<file path="src/rtl/fifo_pic_bridge_pkg.sv">
// Shared definitions for the FIFO-to-PIC bridge: FSM state encodings, bus
// widths, the default handshake timeout and a state-class helper.
package fifo_pic_bridge_pkg;

  localparam int unsigned STATE_W     = 3;
  localparam int unsigned FIFO_W      = 16;
  localparam int unsigned PIC_W       = 8;
  localparam int unsigned TIMEOUT_DEF = 1023;

  localparam logic [STATE_W-1:0] ST_IDLE    = 3'd0;
  localparam logic [STATE_W-1:0] ST_RDEN    = 3'd1;
  localparam logic [STATE_W-1:0] ST_LAT     = 3'd2;
  localparam logic [STATE_W-1:0] ST_HI_STRB = 3'd3;
  localparam logic [STATE_W-1:0] ST_HI_REL  = 3'd4;
  localparam logic [STATE_W-1:0] ST_LO_STRB = 3'd5;
  localparam logic [STATE_W-1:0] ST_LO_REL  = 3'd6;

  // True for the four states that wait on the PIC and are timeout-guarded.
  function automatic logic is_handshake(input logic [STATE_W-1:0] st);
    return (st == ST_HI_STRB) || (st == ST_HI_REL) ||
           (st == ST_LO_STRB) || (st == ST_LO_REL);
  endfunction

endpackage

</file>
<file path="src/rtl/fifo_pic_bridge_sync_2ff.sv">
// Two-flop synchroniser for a single asynchronous level.
// Ports: CLK (clock), Reset (async, active high), d (async input),
//        q (synchronised output, 2-cycle latency).
module fifo_pic_bridge_sync_2ff (
  input  logic CLK,
  input  logic Reset,
  input  logic d,
  output logic q
);

  logic meta;

  always_ff @(posedge CLK or posedge Reset) begin
    if (Reset) begin
      meta <= 1'b0;
      q    <= 1'b0;
    end else begin
      meta <= d;
      q    <= meta;
    end
  end

endmodule

</file>
<file path="src/rtl/fifo_pic_bridge.sv">
// Drains 16-bit samples from the Doppler sample FIFO and hands each one to the
// PIC as two bytes (high first) over a 4-phase strobe/ack handshake, with burst
// limiting, ack timeout detection and a delivered-word counter.
// Ports: CLK, Reset (async, active high); read/EF request and empty flag;
//        fifo_data/fifo_ren FIFO read side; pic_data/pic_strb/pic_ack PIC side;
//        clr_err clears err in IDLE; busy, err, word_cnt status.
module fifo_pic_bridge
  import fifo_pic_bridge_pkg::*;
#(
  parameter int unsigned DW        = FIFO_W,
  parameter int unsigned RD_LAT    = 1,
  parameter int unsigned TIMEOUT   = TIMEOUT_DEF,
  parameter int unsigned BURST_MAX = 256
) (
  input  logic             CLK,
  input  logic             Reset,
  input  logic             read,
  input  logic             EF,
  input  logic [DW-1:0]    fifo_data,
  output logic             fifo_ren,
  output logic [PIC_W-1:0] pic_data,
  output logic             pic_strb,
  input  logic             pic_ack,
  input  logic             clr_err,
  output logic             busy,
  output logic             err,
  output logic [15:0]      word_cnt
);

  localparam int unsigned LAT_W = (RD_LAT > 1) ? $clog2(RD_LAT) : 1;
  localparam int unsigned TMO_W = $clog2(TIMEOUT + 1);
  localparam int unsigned BST_W = $clog2(BURST_MAX + 1);

  logic [STATE_W-1:0] state, state_nxt;
  logic [LAT_W-1:0]   lat_cnt, lat_nxt;
  logic [TMO_W-1:0]   tmo_cnt, tmo_nxt;
  logic [BST_W-1:0]   burst_cnt, burst_nxt;
  logic [DW-1:0]      word_reg, word_nxt;
  logic [PIC_W-1:0]   pdata_nxt;
  logic [15:0]        wcnt_nxt;
  logic               err_nxt;
  logic               ack_s;

  fifo_pic_bridge_sync_2ff u_ack_sync (
    .CLK   (CLK),
    .Reset (Reset),
    .d     (pic_ack),
    .q     (ack_s)
  );

  // Next-state, counters and next output values.
  always_comb begin
    state_nxt = state;
    lat_nxt   = lat_cnt;
    tmo_nxt   = tmo_cnt;
    burst_nxt = burst_cnt;
    word_nxt  = word_reg;
    wcnt_nxt  = word_cnt;
    err_nxt   = err;
    pdata_nxt = pic_data;

    case (state)
      ST_IDLE: begin
        if (clr_err) err_nxt = 1'b0;
        if (read && !EF && !err) state_nxt = ST_RDEN;
      end
      ST_RDEN: begin
        lat_nxt   = '0;
        state_nxt = ST_LAT;
      end
      ST_LAT: begin
        if (lat_cnt == LAT_W'(RD_LAT - 1)) begin
          word_nxt  = fifo_data;
          state_nxt = ST_HI_STRB;
        end else begin
          lat_nxt = lat_cnt + LAT_W'(1);
        end
      end
      ST_HI_STRB: if (ack_s)  state_nxt = ST_HI_REL;
      ST_HI_REL:  if (!ack_s) state_nxt = ST_LO_STRB;
      ST_LO_STRB: if (ack_s)  state_nxt = ST_LO_REL;
      ST_LO_REL: begin
        if (!ack_s) begin
          wcnt_nxt = word_cnt + 16'd1;
          if (read && !EF && (burst_cnt < BST_W'(BURST_MAX - 1))) begin
            burst_nxt = burst_cnt + BST_W'(1);
            state_nxt = ST_RDEN;
          end else begin
            burst_nxt = '0;
            state_nxt = ST_IDLE;
          end
        end
      end
      default: state_nxt = ST_IDLE;
    endcase

    // A stalled handshake aborts on its TIMEOUT-th cycle; the partial word is dropped.
    if (is_handshake(state) && (state_nxt == state)) begin
      if (tmo_cnt == TMO_W'(TIMEOUT - 1)) begin
        state_nxt = ST_IDLE;
        err_nxt   = 1'b1;
        burst_nxt = '0;
      end else begin
        tmo_nxt = tmo_cnt + TMO_W'(1);
      end
    end
    if (state_nxt != state) tmo_nxt = '0;

    // pic_data is only updated on entry to a strobe state, otherwise held.
    if (state_nxt == ST_HI_STRB)      pdata_nxt = word_nxt[DW-1 -: PIC_W];
    else if (state_nxt == ST_LO_STRB) pdata_nxt = word_nxt[PIC_W-1:0];
  end

  // State register and registered outputs decoded from the next state.
  always_ff @(posedge CLK or posedge Reset) begin
    if (Reset) begin
      state     <= ST_IDLE;
      lat_cnt   <= '0;
      tmo_cnt   <= '0;
      burst_cnt <= '0;
      word_reg  <= '0;
      word_cnt  <= '0;
      err       <= 1'b0;
      pic_data  <= '0;
      pic_strb  <= 1'b0;
      fifo_ren  <= 1'b0;
      busy      <= 1'b0;
    end else begin
      state     <= state_nxt;
      lat_cnt   <= lat_nxt;
      tmo_cnt   <= tmo_nxt;
      burst_cnt <= burst_nxt;
      word_reg  <= word_nxt;
      word_cnt  <= wcnt_nxt;
      err       <= err_nxt;
      pic_data  <= pdata_nxt;
      pic_strb  <= (state_nxt == ST_HI_STRB) || (state_nxt == ST_LO_STRB);
      fifo_ren  <= (state_nxt == ST_RDEN);
      busy      <= (state_nxt != ST_IDLE);
    end
  end

endmodule
</file>
<file path="config.mk">
export PLATFORM = sky130hd
export DESIGN_NAME = fifo_pic_bridge
export DESIGN_NICKNAME = d
export VERILOG_FILES = /design/src/rtl/fifo_pic_bridge_pkg.sv /design/src/rtl/fifo_pic_bridge_sync_2ff.sv /design/src/rtl/fifo_pic_bridge.sv
export SDC_FILE = /design/constraint.sdc
export NUM_CORES = 1
export LEC_CHECK = 0
export BUFFER_PORTS_ARGS = -buffer_cell sky130_fd_sc_hd__buf_4
export CORE_MARGIN = 1
export CORE_UTILIZATION = 35
export CTS_BUF_LIST = sky130_fd_sc_hd__clkbuf_4
export CTS_CLUSTER_SIZE = 20
export DETAILED_ROUTE_END_ITERATION = 10
export PLACE_DENSITY = 0.51
export SLEW_MARGIN = 30
export SYNTH_ARGS = -nofsm -noshare
export SYNTH_HDL_FRONTEND = slang
export SYNTH_SLANG_ARGS = --single-unit
</file>
<file path="constraint.sdc">
create_clock -name CLK -period 5.4 [get_ports CLK]
set_input_delay 0.27 -clock CLK [delete_from_list [all_inputs] [get_ports CLK]]
set_output_delay 0.27 -clock CLK [all_outputs]
set_load 0.01 [all_outputs]
</file>
* Yosys cells after proc, flatten, opt, wreduce, memory -nomap -nowiden
Index checks and enable logic that the tools add are counted.
Operators by class: eq/ne operators 13, add/subtract/negate cells 4, reductions and logical operators 17, magnitude comparators 1, bitwise gates (word level) 1, multiplexer cells 28
Operators by type and width (count):
- 9-bit 2-to-1 mux | 5
- 16-bit 2-to-1 mux | 2
- 10-bit 2-to-1 mux | 3
- 3-bit 2-to-1 mux | 8
- 3-bit one-hot mux with 7 select lines | 1
- 16-bit by 1-bit adder with 16-bit output (second input constant) | 1
- 8-bit 2-to-1 mux | 2
- 3-bit equality test (second input constant) | 4
- 10-bit by 1-bit adder with 10-bit output (second input constant) | 1
- 10-bit equality test (second input constant) | 1
- 9-bit by 1-bit adder with 9-bit output (second input constant) | 1
- 3-bit by 2-bit equality test with 1-bit output (second input constant) | 3
- 9-bit by 8-bit < comparator with 1-bit output (second input constant) | 1
- 3-bit by 1-bit equality test with 1-bit output (second input constant) | 2
- 1-bit 2-to-1 mux | 6
- 2-bit nonzero test | 3
- 1-bit logical AND | 4
- 1-bit logical OR | 4
- 2-bit AND reduction | 2
- 3-bit equality test | 1
- 3-bit logical NOT | 1
- 3-bit inequality test | 1
- 3-bit nonzero test | 1
- 1-bit logical NOT | 2
- 4 further kinds | 4
Word-level totals: input bits 22, output and inout port bits 28, word-level logic and storage cells 77, register bits after elaboration 69

* Logic depth before layout (Yosys ltp)
depth after elaboration 12, mapped depth 9, gate-level depth less buffers 7

* Cells and area by module
A second synthesis with hierarchy kept.
Second synthesis, totals: cell total of the unflattened synthesis 272, area total of the unflattened synthesis 3160.5 um2
Modules (own cells, without submodules):
- fifo_pic_bridge | cells an instance 269, instances 1, area an instance 3106.7 um2, sequential area each 1651.6 um2
- fifo_pic_bridge_sync_2ff | cells an instance 3, instances 1, area an instance 53.8 um2, sequential area each 50.0 um2

* Worst setup path after synthesis
OpenSTA, ideal clock, no wires.
path type register -> register, start register state[1], end register pic_data[6], period minus slack after synthesis 2001 ps, required time 5274 ps, slack 3399 ps, library setup time 126 ps, stages on the path, launching flop included 7, path buffers 1, data arrival time 1876 ps, cells stage by stage dfrtp_1 or2b_1 nor2_2 buf_2 mux2_2 nor2b_1 a221o_1
Between the ends: elaborated cells between the ends (all ways) 27, classes of those cells eq/ne: 9; mux: 12; reduce/logical: 6
RTL lines:
- start: declaration | line fifo_pic_bridge.sv:34 | logic [STATE_W-1:0] state, state_nxt;
- start signal: assignment | line fifo_pic_bridge.sv:129 | state <= state_nxt;
- 3-bit by 2-bit equality test with 1-bit output | line fifo_pic_bridge.sv:62 | case (state)
- 16-bit 2-to-1 mux | line fifo_pic_bridge.sv:62
- named net word_nxt[6] | line fifo_pic_bridge.sv:38 | logic [DW-1:0] word_reg, word_nxt;
- 8-bit 2-to-1 mux | line fifo_pic_bridge.sv:111 | else if (state_nxt == ST_LO_STRB) pdata_nxt = word_nxt[PIC_W-1:0];
- 8-bit 2-to-1 mux | line fifo_pic_bridge.sv:110 | if (state_nxt == ST_HI_STRB) pdata_nxt = word_nxt[DW-1 -: PIC_W];
- end signal: assignment | line fifo_pic_bridge.sv:136 | pic_data <= pdata_nxt;
- end: declaration | line fifo_pic_bridge.sv:21 | output logic [PIC_W-1:0] pic_data,
The timed path passes the listed nets, and every way through them passes these cells. The select of a mux whose other input is x is not followed. A chain may end at the register's enable or synchronous reset.

* Worst setup path after layout
start register state[0], end register pic_data[5]
Between the ends: longest elaborated chain between the ends 8, elaborated cells between the ends (all ways) 27, classes of those cells eq/ne: 9; mux: 12; reduce/logical: 6
Ends and longest elaborated chain:
- branches (longest 8 deep; another with 8-bit 2-to-1 mux)
Several ways; the timed one is not identified. The select of a mux whose other input is x is not followed.

==> results.py <==
metrics = {
    "job": {
        "cap_violations": 0,
    },
    "clocking": {
        "cts_resized": 0,
        "cts_buffer_depth": 2,
        "clk_latency_ns": 0.41,
        "cts_setup_buffers": 0,
        "cts_tree": "done",
        "clock-sinks": 68,
        "path_clk_slew_ns": 0.12,
        "cts_htree_levels": 3,
        "cts_root_buf": "clkbuf_4",
        "cts_buffers": 9,
    },
    "global_route": {
        "antenna_found_initial": 0,
        "grt_pass1_wl_um": 10830,
        "grt_max_degree": 69,
        "grt_pass1_vias": 2226,
        "grt_overflow": 0,
        "grt_use_total_pct": 14.13,
    },
    "worst_setup_path": {
        "worstPathRequired_ns": 5.70,
        "setup.worst_path.start_class": "register",
        "path_max_fanout": 15,
        "worstSetupPathType": "register to register",
        "arrival_ns": 2.89,
        "r2r_cells": 5,
        "worstSetupEndpointType": "register",
    },
    "floorplan": {
        "io_pins": 50,
        "die_w_um": 98.26,
        "die_h_um": 98.26,
        "dieArea_mm2": 0.009655,
        "start_util_pct": 36.65,
        "coreArea_mm2": 0.008848,
        "rows": 34,
    },
    "status": {
        "violations": "DRC, hold timing",
        "status": "complete, but fails checks",
    },
    "synthesis": {
        "ys.flop_type": "dfrtp_1",
        "post_synth.cell_area_avg_um2": 11.54,
        "ys_seq_area_share_pct": 52.47,
        "synth-warning-count": 0,
        "synthDistinctLibCells": 50,
        "netlist_area_mm2": 0.003243,
        "async_flop_share_pct": 100.0,
        "synth_nets": 307,
        "syn_inst": 281,
        "ys_ff_latch": 68,
        "synth_edf_count": 0,
    },
    "routing": {
        "vias": 2216,
        "drc": 1,
        "wl_per_cell_um": 14.00,
        "wirelength_um": 6232,
        "postRouteAntennaNets": 0,
        "vias_per_cell": 4.980,
        "firstDrtPassIters": 9,
        "drt-initial-drc-count": 55,
    },
    "final_layout": {
        "final_cell_mix": "dfrtp_1 (68), buf_4 (49), nor2_1 (30)",
        "layout_commonest_cell": "dfrtp_1",
        "antenna_cells_inserted": 0,
        "nNetsFinal": 358,
        "drive_gt1_share_pct": 29.38,
        "fin_util_pct": 43.65,
        "synthToLayoutAreaGrowth_pct": 19.10,
        "fillers": 872,
        "finalNonFillerCells": 445,
    },
    "sta": {
        "finalSetupViolCount": 0,
        "worstMarginPinSlew_ns": 0.8154,
        "slew_violations": 0,
        "rsz0062_at_grt": "false",
        "fmax_mhz": 385.5,
        "finalCriticalPeriod_ns": 2.594,
        "setup-tns-final_ns": 0,
        "whs_ns": -0.0001731,
        "fin_ws_ns": 2.806,
        "slew_headroom_pct": 45.58,
        "fin_crit_sh_pct": 48.04,
        "hold_viol_final": 1,
        "clock_skew_ns": 0.01262,
    },
    "power_and_ir_drop": {
        "power.density_mw_per_mm2": 473.0,
        "leakage_uw": 0.001745,
        "peakVddDrop_v": 0.0001930,
        "total_power_uw": 1827,
    },
    "min_path": {
        "min_path_type": "primary input to async pin",
    },
    "placed_design": {
        "place_congestion": 0.7563,
        "io_buffer_count": 49,
        "dp_slack_ns": 2.787,
        "dp_hpwl_um": 4236,
        "placedCellCount": 428,
    },
}
area by class of cell:
| class | count | area (um2) | area share, % |
|---|---|---|---|
| Clock buffer | 9 | 67.56 | 1.749 |
| Clock inverter | 7 | 98.84 | 2.559 |
| Inverter | 7 | 26.28 | 0.6803 |
| Multi-Input combinational cell | 195 | 1444 | 37.38 |
| Sequential cell | 68 | 1702 | 44.06 |
| Tap cell | 108 | 135.1 | 3.499 |
| Timing Repair Buffer | 51 | 389.1 | 10.07 |
power breakdown:
group / internal [uW] / total [uW] / switching, uW
Sequential: 666 / 793 / 128
Combinational: 333 / 653 / 320
Clock: 191 / 381 / 190
final timing paths:
check	slack, ns	from	endpoint
max in group asynchronous	4.98	Reset	u_ack_sync.meta
min in group CLK	0.10	fifo_data[7]	word_reg[7]
setup reg to reg	2.81	state[0]	pic_data[5]
setup / recovery	2.81	state[0]	pic_data[5]
hold / removal	-0.0002	Reset	word_cnt[12]
hold reg to reg	0.36	u_ack_sync.meta	u_ack_sync.q
layer usage:
layer / vias to the layer above / global-route usage, % / part of all wire (%) / wire length [um]
li1: 1106 / - / - / -
met1: 1056 / 18.49 / 49 / 3084
met2: 47 / 21.78 / 45 / 2796
met3: 7 / 5.011 / 4.5 / 281
met4: 0 / 4.822 / 1.1 / 70
met5: - / 0 / 0 / 0
synthesized netlist by cell type (2+ instances only):
cell / number / area, um2
o22ai_2: 2 / 25.02
nor2_1: 30 / 112.6
or3_4: 2 / 22.52
xor2_1: 11 / 96.34
inv_1: 7 / 26.28
a221o_1: 9 / 90.09
nand2_1: 16 / 60.06
and2b_1: 4 / 30.03
dfrtp_1: 68 / 1702
a211oi_1: 2 / 15.01
or2b_1: 2 / 15.01
nand4_1: 6 / 37.54
and4_1: 5 / 43.79
xnor2_1: 18 / 157.7
nor4b_1: 2 / 17.52
o21bai_1: 2 / 15.01
and4bb_2: 2 / 25.02
buf_2: 7 / 35.03
nor3_1: 4 / 20.02
nor4_1: 3 / 18.77
a311oi_1: 3 / 26.28
buf_6: 3 / 33.78
nor3b_1: 4 / 30.03
a21oi_1: 8 / 40.04
nand3_1: 10 / 50.05
mux2_2: 16 / 180.2
nor2b_1: 9 / 56.30
ha_1: 4 / 50.05
worst max-delay path: stages (launching register included):
cell and delay, ns:
dfrtp_1 0.57, nand4bb_1 0.55, a211oi_2 0.45, o22ai_2 0.22, nor2b_1 0.29, a221o_1 0.40
timing repair:
| action | CTS | global route |
|---|---|---|
| hold endpoints to repair | 1 | 0 |
| endpoints found under the setup margin | 0 | 0 |
| hold buffers | 1 | 0 |
cell families after synthesis:
logic type      share of synthesized area (%)
buf+inv                                 3.164
mux                                     5.555
fa+ha+maj                               1.543
flops                                   52.47
xor+xnor                                7.832
simple gates                            21.03
compound gates                          8.411
through the flow:
| step | instance area, um2 | hold slack [ns] |
|---|---|---|
| after CTS | 3859 | 0.06567 |
| after detailed placement | 3682 | 0.3394 |
| after global routing | 3862 | 0.02863 |
| final | 3862 | -0.0001731 |
| after global placement | 3677 | 0.3373 |
| after floorplan | 3243 | 0.3014 |
(Power assumes the default switching activity.)
